<file path="src/rtl/xoro_bus_pkg.sv">
// Shared types and constants for the two-master memory bus arbiter.
// Latency: n/a (declarations only).
// Backpressure: n/a (declarations only).
package xoro_bus_pkg;

  // Arbiter FSM encoding; value 3 is unused and treated as idle.
  typedef enum logic [1:0] {
    ST_IDLE = 2'd0,
    ST_GNT0 = 2'd1,
    ST_GNT1 = 2'd2
  } arb_state_e;

  // Read data handed back to a master whose transfer timed out.
  localparam logic [31:0] ERR_RDATA_DEFAULT = 32'hFFFF_FFFF;

  // Width of the slave-ready wait counter; bounds the timeout to 255 cycles.
  localparam int WAIT_CNT_W = 8;

endpackage

</file>
<file path="src/rtl/mem_arbiter_if.sv">
// Single memory-bus port: valid/instr/addr/wdata/wstrb request, ready/rdata response.
// Latency: none (wires only).
// Backpressure: requester holds valid until it sees a one-cycle ready pulse.
interface mem_arbiter_if;
  logic        mem_valid;
  logic        mem_instr;
  logic [31:0] mem_addr;
  logic [31:0] mem_wdata;
  logic [3:0]  mem_wstrb;
  logic        mem_ready;
  logic [31:0] mem_rdata;

  // Side that issues requests (a CPU or DMA, or the arbiter toward the slave).
  modport master (
    output mem_valid, mem_instr, mem_addr, mem_wdata, mem_wstrb,
    input  mem_ready, mem_rdata
  );

  // Side that answers requests (the memory, or the arbiter toward a master).
  modport slave (
    input  mem_valid, mem_instr, mem_addr, mem_wdata, mem_wstrb,
    output mem_ready, mem_rdata
  );
endinterface

</file>
<file path="src/rtl/arb_wait_timer.sv">
// Counts granted cycles spent waiting for slave ready and flags the terminal count.
// Latency: tc reflects the registered count, i.e. one cycle after each increment.
// Backpressure: none; clr has priority over inc.
module arb_wait_timer
  import xoro_bus_pkg::*;
#(
  parameter int unsigned TIMEOUT = 255
) (
  input  logic clk,
  input  logic resetn,
  input  logic clr,
  input  logic inc,
  output logic tc
);

  localparam logic [WAIT_CNT_W-1:0] TC_VAL = WAIT_CNT_W'(TIMEOUT - 1);

  logic [WAIT_CNT_W-1:0] cnt_q;
  logic [WAIT_CNT_W-1:0] cnt_d;

  // Clear while idle so every grant starts from zero; otherwise count stalled cycles.
  always_comb begin
    cnt_d = cnt_q;
    if (clr) begin
      cnt_d = '0;
    end else if (inc) begin
      cnt_d = cnt_q + 1'b1;
    end
  end

  // Wait counter register.
  always_ff @(posedge clk or negedge resetn) begin
    if (!resetn) begin
      cnt_q <= '0;
    end else begin
      cnt_q <= cnt_d;
    end
  end

  assign tc = (cnt_q == TC_VAL);

endmodule

</file>
<file path="src/rtl/mem_arbiter.sv">
// Two-master to one-slave memory bus arbiter with slave-ready timeout (ARB_ROUND_ROBIN_EN: round-robin ties).
// Latency: grant one cycle after valid is seen idle; ready/rdata pass through combinationally.
// Backpressure: granted master waits on s ready; after TIMEOUT-1 stalls it gets ERR_RDATA and timeout_err.
module mem_arbiter
  import xoro_bus_pkg::*;
#(
  parameter int unsigned TIMEOUT   = 255,
  parameter logic [31:0] ERR_RDATA = ERR_RDATA_DEFAULT
) (
  input  logic                 clk,
  input  logic                 resetn,
  mem_arbiter_if.slave         m0,
  mem_arbiter_if.slave         m1,
  mem_arbiter_if.master        s,
  output logic [1:0]           grant,
  output logic                 timeout_err
);

  arb_state_e state_q;
  arb_state_e state_d;

  logic gnt0;
  logic gnt1;
  logic own_vld;
  logic own_rdy;
  logic to_hit;
  logic tmr_tc;

  assign gnt0    = (state_q == ST_GNT0);
  assign gnt1    = (state_q == ST_GNT1);
  // Valid of whichever master currently owns the bus.
  assign own_vld = (gnt0 & m0.mem_valid) | (gnt1 & m1.mem_valid);
  // Ready is only forwarded to an owner that is still requesting.
  assign own_rdy = own_vld & s.mem_ready;
  // Slave response beats the timeout when both land in the same cycle.
  assign to_hit  = own_vld & ~s.mem_ready & tmr_tc;

  arb_wait_timer #(
    .TIMEOUT (TIMEOUT)
  ) u_wait_timer (
    .clk    (clk),
    .resetn (resetn),
    .clr    (state_q == ST_IDLE),
    .inc    ((gnt0 | gnt1) & ~s.mem_ready),
    .tc     (tmr_tc)
  );

`ifdef ARB_ROUND_ROBIN_EN
  // 0: m0 owned the bus last, 1: m1 did; reset to 1 so m0 wins the first tie.
  logic last_q;
  logic last_d;

  // Remember the owner of every new grant.
  always_comb begin
    last_d = last_q;
    if ((state_q == ST_IDLE) && (state_d != ST_IDLE)) begin
      last_d = (state_d == ST_GNT1);
    end
  end

  // Last-owner register.
  always_ff @(posedge clk or negedge resetn) begin
    if (!resetn) begin
      last_q <= 1'b1;
    end else begin
      last_q <= last_d;
    end
  end
`endif

  // State register.
  always_ff @(posedge clk or negedge resetn) begin
    if (!resetn) begin
      state_q <= ST_IDLE;
    end else begin
      state_q <= state_d;
    end
  end

  // Grant from idle only; a granted transfer ends on ready, timeout or dropped valid.
  always_comb begin
    state_d = state_q;
    case (state_q)
      ST_IDLE: begin
        if (m0.mem_valid && m1.mem_valid) begin
`ifdef ARB_ROUND_ROBIN_EN
          state_d = last_q ? ST_GNT0 : ST_GNT1;
`else
          state_d = ST_GNT0;
`endif
        end else if (m0.mem_valid) begin
          state_d = ST_GNT0;
        end else if (m1.mem_valid) begin
          state_d = ST_GNT1;
        end
      end
      ST_GNT0, ST_GNT1: begin
        if (!own_vld || s.mem_ready || tmr_tc) begin
          state_d = ST_IDLE;
        end
      end
      default: state_d = ST_IDLE;
    endcase
  end

  // Route the owner's request to the slave and the slave's response back; all zero when idle.
  always_comb begin
    s.mem_valid  = 1'b0;
    s.mem_instr  = 1'b0;
    s.mem_addr   = 32'h0;
    s.mem_wdata  = 32'h0;
    s.mem_wstrb  = 4'h0;
    m0.mem_ready = 1'b0;
    m0.mem_rdata = 32'h0;
    m1.mem_ready = 1'b0;
    m1.mem_rdata = 32'h0;
    grant        = 2'b00;
    timeout_err  = to_hit;
    case (state_q)
      ST_GNT0: begin
        grant        = 2'b01;
        s.mem_valid  = m0.mem_valid & ~to_hit;
        s.mem_instr  = m0.mem_instr;
        s.mem_addr   = m0.mem_addr;
        s.mem_wdata  = m0.mem_wdata;
        s.mem_wstrb  = m0.mem_wstrb;
        m0.mem_ready = own_rdy | to_hit;
        m0.mem_rdata = to_hit ? ERR_RDATA : s.mem_rdata;
      end
      ST_GNT1: begin
        grant        = 2'b10;
        s.mem_valid  = m1.mem_valid & ~to_hit;
        s.mem_instr  = m1.mem_instr;
        s.mem_addr   = m1.mem_addr;
        s.mem_wdata  = m1.mem_wdata;
        s.mem_wstrb  = m1.mem_wstrb;
        m1.mem_ready = own_rdy | to_hit;
        m1.mem_rdata = to_hit ? ERR_RDATA : s.mem_rdata;
      end
      default: ;
    endcase
  end

endmodule
</file>
<file path="src/flat_wrapper.sv">
// flat-port wrapper written by rule: the top's interface ports become plain ports
module mem_arbiter_flat import xoro_bus_pkg::*;
#(
  parameter int unsigned TIMEOUT   = 255,
  parameter logic [31:0] ERR_RDATA = ERR_RDATA_DEFAULT
)
  (clk, resetn, grant, timeout_err, m0_mem_valid, m0_mem_instr, m0_mem_addr, m0_mem_wdata, m0_mem_wstrb, m0_mem_ready, m0_mem_rdata, m1_mem_valid, m1_mem_instr, m1_mem_addr, m1_mem_wdata, m1_mem_wstrb, m1_mem_ready, m1_mem_rdata, s_mem_valid, s_mem_instr, s_mem_addr, s_mem_wdata, s_mem_wstrb, s_mem_ready, s_mem_rdata);
  mem_arbiter_if m0_i ();
  mem_arbiter_if m1_i ();
  mem_arbiter_if s_i ();
  input  logic clk;
  input  logic resetn;
  output logic [1:0] grant;
  output logic timeout_err;
  input wire logic [$bits(m0_i.mem_valid)-1:0] m0_mem_valid;
  input wire logic [$bits(m0_i.mem_instr)-1:0] m0_mem_instr;
  input wire logic [$bits(m0_i.mem_addr)-1:0] m0_mem_addr;
  input wire logic [$bits(m0_i.mem_wdata)-1:0] m0_mem_wdata;
  input wire logic [$bits(m0_i.mem_wstrb)-1:0] m0_mem_wstrb;
  output wire logic [$bits(m0_i.mem_ready)-1:0] m0_mem_ready;
  output wire logic [$bits(m0_i.mem_rdata)-1:0] m0_mem_rdata;
  input wire logic [$bits(m1_i.mem_valid)-1:0] m1_mem_valid;
  input wire logic [$bits(m1_i.mem_instr)-1:0] m1_mem_instr;
  input wire logic [$bits(m1_i.mem_addr)-1:0] m1_mem_addr;
  input wire logic [$bits(m1_i.mem_wdata)-1:0] m1_mem_wdata;
  input wire logic [$bits(m1_i.mem_wstrb)-1:0] m1_mem_wstrb;
  output wire logic [$bits(m1_i.mem_ready)-1:0] m1_mem_ready;
  output wire logic [$bits(m1_i.mem_rdata)-1:0] m1_mem_rdata;
  output wire logic [$bits(s_i.mem_valid)-1:0] s_mem_valid;
  output wire logic [$bits(s_i.mem_instr)-1:0] s_mem_instr;
  output wire logic [$bits(s_i.mem_addr)-1:0] s_mem_addr;
  output wire logic [$bits(s_i.mem_wdata)-1:0] s_mem_wdata;
  output wire logic [$bits(s_i.mem_wstrb)-1:0] s_mem_wstrb;
  input wire logic [$bits(s_i.mem_ready)-1:0] s_mem_ready;
  input wire logic [$bits(s_i.mem_rdata)-1:0] s_mem_rdata;
  assign m0_i.mem_valid = m0_mem_valid;
  assign m0_i.mem_instr = m0_mem_instr;
  assign m0_i.mem_addr = m0_mem_addr;
  assign m0_i.mem_wdata = m0_mem_wdata;
  assign m0_i.mem_wstrb = m0_mem_wstrb;
  assign m0_mem_ready = m0_i.mem_ready;
  assign m0_mem_rdata = m0_i.mem_rdata;
  assign m1_i.mem_valid = m1_mem_valid;
  assign m1_i.mem_instr = m1_mem_instr;
  assign m1_i.mem_addr = m1_mem_addr;
  assign m1_i.mem_wdata = m1_mem_wdata;
  assign m1_i.mem_wstrb = m1_mem_wstrb;
  assign m1_mem_ready = m1_i.mem_ready;
  assign m1_mem_rdata = m1_i.mem_rdata;
  assign s_mem_valid = s_i.mem_valid;
  assign s_mem_instr = s_i.mem_instr;
  assign s_mem_addr = s_i.mem_addr;
  assign s_mem_wdata = s_i.mem_wdata;
  assign s_mem_wstrb = s_i.mem_wstrb;
  assign s_i.mem_ready = s_mem_ready;
  assign s_i.mem_rdata = s_mem_rdata;
  mem_arbiter #(.TIMEOUT(TIMEOUT), .ERR_RDATA(ERR_RDATA)) u_core (.clk(clk), .resetn(resetn), .m0(m0_i), .m1(m1_i), .s(s_i), .grant(grant), .timeout_err(timeout_err));
endmodule
</file>
<file path="config.mk">
export PLATFORM = sky130hd
export DESIGN_NAME = mem_arbiter_flat
export DESIGN_NICKNAME = d
export VERILOG_FILES = /design/src/rtl/xoro_bus_pkg.sv /design/src/rtl/mem_arbiter_if.sv /design/src/rtl/arb_wait_timer.sv /design/src/rtl/mem_arbiter.sv /design/src/flat_wrapper.sv
export SDC_FILE = /design/constraint.sdc
export NUM_CORES = 1
export LEC_CHECK = 0
export BUFFER_PORTS_ARGS = -buffer_cell sky130_fd_sc_hd__buf_2
export CORE_AREA = 2 2 123 125
export CTS_BUF_LIST = sky130_fd_sc_hd__clkbuf_8
export DETAILED_ROUTE_END_ITERATION = 10
export DIE_AREA = 0 0 125 127
export HOLD_SLACK_MARGIN = 0.05
export REMOVE_ABC_BUFFERS = 1
export SLEW_MARGIN = 20
export SYNTH_ARGS = -nofsm -noshare
export SYNTH_HDL_FRONTEND = slang
export SYNTH_SLANG_ARGS = --single-unit
</file>
<file path="constraint.sdc">
create_clock -name clk -period 1.6 [get_ports clk]
set_input_delay 0.08 -clock clk [delete_from_list [all_inputs] [get_ports clk]]
set_output_delay 0.08 -clock clk [all_outputs]
set_load 0.05 [all_outputs]
</file>
Word-level counts from Yosys, hierarchy flattened
Cells that the tools add are included.
{"block": "word_totals", "register_bits": 10, "output_inout_bits": 139}
{"block": "classes", "n_eq_ne": 5, "bitwise_logic": 13, "n_addsub": 1, "reduce_logical": 8, "mux": 18}
{"op": "$pmux 32 s2", "count": 2}
{"op": "$mux 32", "count": 3}
{"op": "$mux 8", "count": 2}
{"op": "$add 8x1->8 const B", "count": 1}
{"op": "$and 1x1->1", "count": 8}
{"op": "$eq 8x8->1 const B", "count": 1}
{"op": "$mux 2", "count": 4}
{"op": "$pmux 2 s2", "count": 2}
{"op": "$pmux 4 s2", "count": 1}
{"op": "$ne 4x3->1 const B", "count": 1}
{"op": "$pmux 1 s2", "count": 2}
{"op": "$or 1x1->1", "count": 3}
{"op": "$eq 2x1->1 const B", "count": 1}
{"op": "$eq 2x2->1 const B", "count": 1}
{"op": "$logic_not 2->1", "count": 1}
{"op": "$logic_or 1x1->1", "count": 2}
{"op": "$mux 1", "count": 2}
{"op": "$ne 2x1->1 const B", "count": 1}
{"op": "$not 1->1", "count": 2}
{"op": "$reduce_and 2->1", "count": 1}
{"op": "$reduce_bool 2->1", "count": 1}
{"op": "$reduce_or 2->1", "count": 1}
{"op": "$logic_and 1x1->1", "count": 1}
{"op": "$logic_not 1->1", "count": 1}

Depth between registers and ports, before layout
Gate-level depths: netlist of the first run.
{"block": "logic_depth", "depth_word": 8, "depth_mapped": 8, "depth_no_buf": 5}

Modules after synthesis
Synthesis of the first run repeated with hierarchy kept, for this count alone.
{"block": "unflattened", "cells_unflattened": 309, "area_unflattened_um2": 2263.4}
{"module": "mem_arbiter", "instances": 1, "cells_each": 268, "area_per_inst_um2": 1853.0, "seq_area_each_um2": 50.0}
{"module": "arb_wait_timer", "instances": 1, "cells_each": 41, "area_per_inst_um2": 410.4, "seq_area_each_um2": 200.2}

Least setup slack after synthesis of the first run
Ideal clock, no wire load.
{"block": "synth_path", "path_type": "flip-flop to output port", "from": "reg u_core.state_q[0]", "to": "out s_mem_valid", "path_buffers": 2, "stages_incl_launch_ff": 8, "arrival_time_ns": 2.622, "path_slack_ns": -1.102, "t_required_ns": 1.520, "path_cell_list": "dfrtp_1 inv_1 ha_1 clkbuf_1 a22o_1 nor4b_4 buf_2 nor3b_1"}
{"block": "synth_via", "elab_chain_len": 8, "elab_cells_between_ends": 11, "classes_between": "eq/ne (2); mux (1); bitwise (8)"}
{"item": "from (decl)", "line": "mem_arbiter.sv:19", "source": "arb_state_e state_q;"}
{"item": "from (signal assigned)", "line": "mem_arbiter.sv:76", "source": "state_q <= state_d;"}
{"item": "$eq 2x1->1 or $eq 2x2->1 (tied branches)", "line": "mem_arbiter.sv:29, mem_arbiter.sv:30"}
{"item": "$and 1x1->1", "line": "mem_arbiter.sv:32", "source": "assign own_vld = (gnt0 & m0.mem_valid) | (gnt1 & m1.mem_valid);"}
{"item": "$or 1x1->1 (*)", "line": "mem_arbiter.sv:32"}
{"item": "$and 1x1->1 (*) (2 in series)", "line": "mem_arbiter.sv:36", "source": "assign to_hit = own_vld & ~s.mem_ready & tmr_tc;"}
{"item": "net timeout_err", "line": "flat_wrapper.sv:14", "source": "output logic timeout_err;"}
{"item": "$not 1->1 (*)", "line": "mem_arbiter.sv:122, mem_arbiter.sv:132"}
{"item": "$and 1x1->1, on equally long branches", "line": "mem_arbiter.sv:132, mem_arbiter.sv:122"}
{"item": "$pmux 1 s2 (*)", "line": "mem_arbiter.sv:119", "source": "case (state_q)"}
{"item": "to (decl)", "line": "flat_wrapper.sv:29", "source": "output wire logic [$bits(s_i.mem_valid)-1:0] s_mem_valid;"}
Mark *: on every way through the listed nets, which the timed path passes. The rest lies on a longest branch.

Final worst setup path of the first run
{"block": "layout_path", "from": "reg u_core.state_q[1]", "to": "out m0_mem_rdata[0]"}
{"block": "layout_via", "elab_chain_len": 7, "elab_cells_between_ends": 9, "classes_between": "eq/ne (2); mux (2); bitwise (5)"}
{"item": "$eq 2x1->1 or $eq 2x2->1 (tied branches)", "line": "mem_arbiter.sv:29, mem_arbiter.sv:119, mem_arbiter.sv:30"}
{"item": "$and 1x1->1", "line": "mem_arbiter.sv:32"}
{"item": "$or 1x1->1", "line": "mem_arbiter.sv:32"}
{"item": "$and 1x1->1 (2 in series)", "line": "mem_arbiter.sv:36"}
{"item": "$mux 32", "line": "mem_arbiter.sv:128", "source": "m0.mem_rdata = to_hit ? ERR_RDATA : s.mem_rdata;"}
{"item": "$mux 32 (*)", "line": "mem_arbiter.sv:119"}
{"item": "to (decl)", "line": "flat_wrapper.sv:21", "source": "output wire logic [$bits(m0_i.mem_rdata)-1:0] m0_mem_rdata;"}
Mark *: on every way between the ends. The rest lies on a longest branch, timed or not.

==> impl_metrics.csv, run 1 <==
group,metric,value,unit
run_status,status,"finished with violations",
run_status,violations,"setup timing",
floorplanning,dieArea,15900,µm²
placed_design,pre_cts_ws,-0.258,ns
cells_and_area,fin_area,6110,µm²
min_path,min_path_type,"in -> reg",
floorplanning,initial_core_util,15.8,%
timing,clock.fmax,491,MHz
pwr,power.total,12.3,mW
job,max-cap-violations,0,
detailed_routing,via_count,3889,
timing,hold_viol_final,0,
placed_design,place_inst,808,
timing,finalCritPeriodShare,127,%
placed_design,place_hpwl,9530,µm
grt,antenna_found_initial,0,
timing,worst_slack,-0.438,ns
placed_design,routabilityCongestion,0.860,
synth,synth_cell_types,34,
cells_and_area,drive_gt1_share,71.2,%
pwr,ir_worst_vdd,0.814,mV
timing,clock_skew,0.00509,ns
floorplanning,row_count,44,
clock_tree,clk_latency,0.24,ns
floorplanning,core-area,14400,µm²
synth,synth-seq-area-share,11.0,%
pwr,p_leak,2.80,nW
clock_tree,cts_buffers,3,
detailed_routing,vias_per_cell,4.69,
setup_path,worstPathRequired,1.52,ns
clock_tree,cts_root_buf,"clkbuf_8",
synth,avgSynthCellArea,7.42,µm²
cells_and_area,seq_area,250,µm²
setup_path,cp-end-kind,"primary output",
grt,grt_pass1_wl,22200,µm
cells_and_area,fillers,1421,
placed_design,dpl_cell_area,4430,µm²
floorplanning,die_w,125,µm
clock_tree,cts_tree,"built",
clock_tree,clock-sinks,10,
timing,rsz0062_at_grt,"yes",
clock_tree,cts_buffer_depth,2,
synth,netlist_instances,307,
timing,tns,-45.17,ns
cells_and_area,nNetsFinal,828,
detailed_routing,drtIter0Drc,119,
placed_design,io_buffers,313,
cells_and_area,final_cell_mix,"176 x buf_2, 111 x buf_6, 64 x o21a_1",
grt,grt-ovfl-total,0,
timing,whs,0.180,ns
timing,slew_headroom,79.7,%
timing,worstMarginPinSlew,0.304,ns
grt,gr-usage-all-layers,17.5,%
timing,report.final.setup_viol,147,
cells_and_area,area_growth,168,%
cells_and_area,antenna_cells,0,
floorplanning,dieHeight,127,µm
synth,ys_seq_elements,10,
cells_and_area,final_common_cell,"buf_2",
setup_path,startpoint_type,"flop",
setup_path,worst-path-max-fanout,18,
clock_tree,htree_num_levels,1,
cells_and_area,multi_input_area,2280,µm²
pwr,power_density,2010,nW/µm²
detailed_routing,ant_nets,0,
cells_and_area,final_cells,829,
synth,ys_warn_count,0,
timing,min_period,2.04,ns
detailed_routing,wl,15300,µm
grt,grt_pass1_vias,3839,
synth,syn_area,2280,µm²
timing,report.final.slew_viol_count,0,
detailed_routing,firstDrtPassIters,4,
detailed_routing,drc,0,
detailed_routing,wire_per_inst,18.4,µm
floorplanning,boundaryPins,314,
cells_and_area,final_core_utilization,42.3,%
setup_path,crit_type,"reg -> out",
setup_path,critPathArrivalTime,1.96,ns
grt,grt_max_degree,55,
setup_path,r2r_setup_slack,-0.36,ns
clock_tree,clkTransAtPathRegs,0.05,ns
==> metal layers <==
layer	up-vias	track usage, %	part of all wire [%]
met1	1883	21.7	39
li1	1824	-	-
met5	-	0	0
met3	16	2.51	5.3
met4	0	2.94	1.1
met2	166	32.5	54
==> synthesized netlist by cell type (all sizes together) <==
| cell | number | area [µm²] |
|---|---|---|
| nand4 | 1 | 12.5 |
| o31ai | 1 | 7.51 |
| dfrtp | 10 | 250 |
| nor2b | 71 | 444 |
| o211ai | 1 | 7.51 |
| mux2i | 2 | 20.0 |
| inv | 4 | 15.0 |
| nand2 | 2 | 7.51 |
| a21oi | 5 | 25.0 |
| a22oi | 69 | 518 |
| or4 | 1 | 7.51 |
| a221oi | 1 | 8.76 |
| nand3 | 2 | 10.0 |
| o21ai | 5 | 25.0 |
| ha | 7 | 87.6 |
| clkbuf | 21 | 78.8 |
| nand4b | 1 | 8.76 |
| a22o | 1 | 8.76 |
| o21a | 64 | 480 |
| and3 | 1 | 6.26 |
| nor4b | 1 | 23.8 |
| o211a | 2 | 20.0 |
| nand2b | 1 | 6.26 |
| xnor2 | 2 | 17.5 |
| nor2 | 5 | 18.8 |
| nor3b | 1 | 7.51 |
| nand3b | 1 | 7.51 |
| a211oi | 1 | 7.51 |
| or2 | 1 | 6.26 |
| buf | 18 | 108 |
| or3 | 4 | 25.0 |
==> sequential cells by signal, indices dropped and copies added (netlist names) <==
| name | flops |
|---|---|
| u_core.u_wait_timer.cnt_q | 8 |
| u_core.state_q | 2 |
==> final cells by class <==
cell class,count,area share [%]
Timing Repair Buffer,373,53.7
Multi-Input combinational cell,254,37.3
Sequential cell,10,4.10
Tap cell,184,3.77
Clock buffer,4,0.901
Inverter,4,0.246
==> final timing paths <==
path | from | endpoint | cells past startpoint
hold reg to reg | u_core.u_wait_timer.cnt_q[1]$_DFFE_PN0P_ | u_core.u_wait_timer.cnt_q[1]$_DFFE_PN0P_ | 2
hold / removal | m0_mem_valid | u_core.state_q[1]$_DFFE_PN0P_ | 3
max in group asynchronous | resetn | u_core.u_wait_timer.cnt_q[6]$_DFFE_PN0P_ | 2
setup reg to reg | u_core.state_q[1]$_DFFE_PN0P_ | u_core.state_q[1]$_DFFE_PN0P_ | 8
min in group asynchronous | resetn | u_core.u_wait_timer.cnt_q[0]$_DFFE_PN0P_ | 2
setup / recovery | u_core.state_q[1]$_DFFE_PN0P_ | m0_mem_rdata[0] | 8
==> power breakdown <==
group | total (mW) | switching (mW) | leakage, nW | internal (mW)
clock | 0.319 | 0.103 | 0.0288 | 0.217
combinational | 11.6 | 6.48 | 2.63 | 5.15
sequential | 0.319 | 0.0255 | 0.137 | 0.293
total | 12.3 | 6.61 | 2.80 | 5.66
==> worst max-delay path: stages (launching register included) <==
cell	delay, ns
dfrtp_1	0.39
buf_6	0.13
ha_4	0.15
a22o_1	0.25
nor4b_4	0.15
buf_12	0.16
buf_12	0.15
o21a_1	0.19
buf_6	0.16
==> logic make-up (layout without fill, tap and decap cells) <==
family | count (synthesis) | after routing | synth area share (%)
compound gates | 150 | 150 | 48.7
simple gates | 93 | 93 | 26.0
buf+inv | 43 | 381 | 8.85
flops | 10 | 10 | 11.0
fa+ha+maj | 7 | 7 | 3.85
xor+xnor | 2 | 2 | 0.769
mux | 2 | 2 | 0.879
==> timing repair <==
item / 4_1_cts / 5_1_grt
endpoints found under the hold margin: 10 / 0
setup buffers: 8 / 0
endpoints found under the setup margin: 147 / 147
gates resized for setup: 322 / 48
hold buffers: 1 / 0
pin swaps: 22 / 6
cloned: 9 / 0
Note: power is estimated with default switching activity, not from simulation.
==> run 2, diff against run 1 <==
- SYNTH_HIERARCHICAL: unset -> 1
- clock period: 1.6 -> 2.57 ns (I/O delays scaled with it)
==> run 2 against run 1 <==
The run now ends clean. Critical path depth fell by 1. Final area fell by 33%. Synthesized area fell by 0.60%. Synthesized cell count rose by 0.65%. Sequential share of layout area rose by 2.0 points. Combinational power fell by 61%. Core utilization fell by 14 points. Via count fell by 13%. Global-route usage fell by 5.6 points. Critical path type unchanged. Largest cell class is now multi-input gates. Largest power group unchanged.
==> impl_metrics.csv, run 2 <==
group,metric,value,unit
run_status,status,"finished, final reports clean",
timing,report.final.setup_viol,0,
clock_tree,post_cts_buffers,0,
clock_tree,htree_num_levels,1,
cells_and_area,fin_area,4070,µm²
pwr,power_frac_seq,4.6,%
synth,yosysTopAreaCellShare,23.2,%
cells_and_area,biggestRegsByFlops,"u_core/u_wait_timer/cnt_q: 8 flops, u_core/state_q: 2 flops",
detailed_routing,drc,0,
cells_and_area,final_cells,778,
grt,met1_usage,16.1,%
pwr,ir_worst_vdd,0.498,mV
floorplanning,initial_core_util,15.7,%
detailed_routing,firstDrtPassIters,4,
floorplanning,row_count,44,
grt,gr-max-usage-layer,"met2",
pwr,power_density,1210,nW/µm²
detailed_routing,via_count,3374,
timing,slew_headroom,68.5,%
grt,antenna_found_initial,0,
synth,synth-seq-area-share,11.1,%
detailed_routing,wire_per_inst,14.0,µm
synth,synth.area.top_cells,"a22oi_1 23%, o21a_1 21%, nor2b_1 20%",
synth,syn_area,2260,µm²
synth,synth_cell_types,30,
synth,netlist_instances,309,
pwr,internal_power,1.60,mW
setup_path,critPathMaxStageDelay,0.45,ns
synth,synth_edf_count,0,
placed_design,io_buffers,313,
clock_tree,clkTransAtPathRegs,0.05,ns
timing,rsz0062_at_grt,"no",
timing,report.final.slew_viol_count,0,
placed_design,place_hpwl,8740,µm
synth,ys_seq_elements,10,
floorplanning,dieHeight,127,µm
timing,hold_viol_final,0,
clock_tree,cts_tree,"built",
placed_design,pre_cts_ws,0.577,ns
setup_path,startpoint_type,"flop",
grt,grtUsageMet3,1.68,%
min_path,min_path_type,"in -> reg",
cells_and_area,nNetsFinal,777,
pwr,combinationalPowerShare,91.4,%
setup_path,cp_slowest_cell,"dfrtp_1",
clock_tree,cts_root_buf,"clkbuf_8",
grt,gr-usage-all-layers,11.9,%
setup_path,r2r_setup_slack,0.60,ns
synth,ys_warn_count,6,
pwr,clockPowerShare,4.0,%
cells_and_area,area_growth,80.0,%
clock_tree,cts_buffers,3,
clock_tree,clk_latency,0.24,ns
pwr,switching_share,67.4,%
grt,grt_pass1_wl,15900,µm
synth,synth_common_cells,"71 x nor2b_1, 70 x a22oi_1, 64 x o21a_1, 19 x clkbuf_1, 12 x buf_2",
setup_path,critPathArrivalTime,2.14,ns
floorplanning,boundaryPins,314,
cells_and_area,drive_gt1_share,55.4,%
timing,min_period,2.27,ns
timing,clock_skew,0.00791,ns
timing,clock.fmax,441,MHz
setup_path,cp_cell_sequence,"inv_1 -> ha_4 -> a22oi_1 -> nor3b_4 -> buf_12 -> o21a_1 -> buf_2",
cells_and_area,final_cell_mix,"313 x buf_2, 71 x nor2b_1, 70 x a22oi_1",
placed_design,dpl_cell_area,4010,µm²
floorplanning,die_w,125,µm
floorplanning,core-area,14400,µm²
synth,synth.most_common_cell,"nor2b_1",
timing,worstMarginPinSlew,0.472,ns
grt,grt_max_degree,74,
synth,ys.flop_type,"dfrtp_1",
setup_path,crit_type,"reg -> out",
grt,grtUsageMet2,21.0,%
job,max-cap-violations,0,
clock_tree,cts_buffer_depth,2,
placed_design,place_inst,773,
timing,worst_slack,0.303,ns
setup_path,worstPathRequired,2.44,ns
timing,finalCritPeriodShare,88.2,%
synth,synthArstFlopShare,100,%
timing,tns,0,ns
setup_path,worst-path-max-fanout,66,
cells_and_area,largest_reg_flops,8,
detailed_routing,wl,10900,µm
placed_design,routabilityCongestion,0.819,
floorplanning,dieArea,15900,µm²
pwr,power_switching,3.31,mW
timing,whs,0.220,ns
detailed_routing,ant_nets,0,
detailed_routing,drtIter0Drc,153,
grt,grt_pass1_vias,3003,
cells_and_area,antenna_cells,0,
detailed_routing,vias_per_cell,4.34,
synth,avgSynthCellArea,7.32,µm²
cells_and_area,top_register,"u_core/u_wait_timer/cnt_q",
cells_and_area,final_common_cell,"buf_2",
synth,yosysTopAreaCell,"a22oi_1",
grt,grt-ovfl-total,0,
pwr,power.total,4.91,mW
setup_path,cp-end-kind,"primary output",
pwr,p_leak,2.16,nW
cells_and_area,final_core_utilization,28.2,%
clock_tree,clock-sinks,10,
==> run 2: cell types whose count changed after synthesis, sizes merged, moves of 2 or more <==
cell    before  now
a21oi        5    3
and2         0    2
buf         18   21
clkbuf      21   19
nand3        2    4
nand4        1    4
nor2         5    8
o211a        2    0
o21ai        5    3
xor2         0    3
==> run 2: power groups by stage <==
stage / clock (mW) / combinational (mW) / sequential, mW
6_report: 0.199 / 4.49 / 0.224
5_1_grt: 0.213 / 4.74 / 0.229
4_1_cts: 0.206 / 4.52 / 0.224
3_5_place_dp: 0 / 4.50 / 0.226
3_3_place_gp: 0 / 4.51 / 0.225
2_1_floorplan: 0 / 3.40 / 0.213
==> run 2: cells by family after synthesis <==
kind of cell | after synthesis | share of synthesized area [%]
AOI/OAI and AO/OA | 145 | 47.5
and+or+nand+nor | 98 | 26.6
buffers and inverters | 44 | 8.96
DFF | 10 | 11.1
adders and majority gates | 7 | 3.87
xor gates and xnor gates | 4 | 1.55
muxes | 1 | 0.442
==> run 2: cell type report <==
| type | instances | area [µm²] |
|---|---|---|
| multi-input cells | 255 | 1840 |
| fillers | 1619 | 10300 |
| clock buffers | 4 | 55.1 |
| repair buffers | 321 | 1680 |
| well taps | 184 | 230 |
| inverters | 4 | 15.0 |
| flip-flops and latches | 10 | 250 |
==> run 2: path summary, 6_finish.rpt <==
check / start / to / cells past startpoint
setup / recovery: u_core/state_q[0]$_DFFE_PN0P_ / m0_mem_rdata[19] / 7
hold / removal: m0_mem_valid / u_core/state_q[0]$_DFFE_PN0P_ / 3
setup reg to reg: u_core/state_q[0]$_DFFE_PN0P_ / u_core/u_wait_timer/cnt_q[5]$_DFFE_PN0P_ / 7
hold reg to reg: u_core/u_wait_timer/cnt_q[7]$_DFFE_PN0P_ / u_core/u_wait_timer/cnt_q[7]$_DFFE_PN0P_ / 2
max in group asynchronous: resetn / u_core/u_wait_timer/cnt_q[5]$_DFFE_PN0P_ / 2
min in group asynchronous: resetn / u_core/u_wait_timer/cnt_q[7]$_DFFE_PN0P_ / 2
==> run 2: per-layer routing <==
| layer | vias to the layer above | wire [µm] |
|---|---|---|
| met4 | 0 | 46 |
| li1 | 1704 | - |
| met5 | - | 0 |
| met3 | 4 | 581 |
| met1 | 1533 | 4700 |
| met2 | 133 | 5570 |
==> run 2: timing repair <==
action	in CTS	in global routing
gates resized for setup	0	0
endpoints found under the hold margin	10	0
endpoints found under the setup margin	0	0
hold buffers	1	0
==> run 2: critical path: cells and delay by family, from the launching register on <==
family                     cells  cell delay (ns)
adders and majority gates      1             0.18
buffers and inverters          3             0.72
DFF                            1             0.45
and+or+nand+nor                1             0.23
AOI/OAI and AO/OA              2             0.27
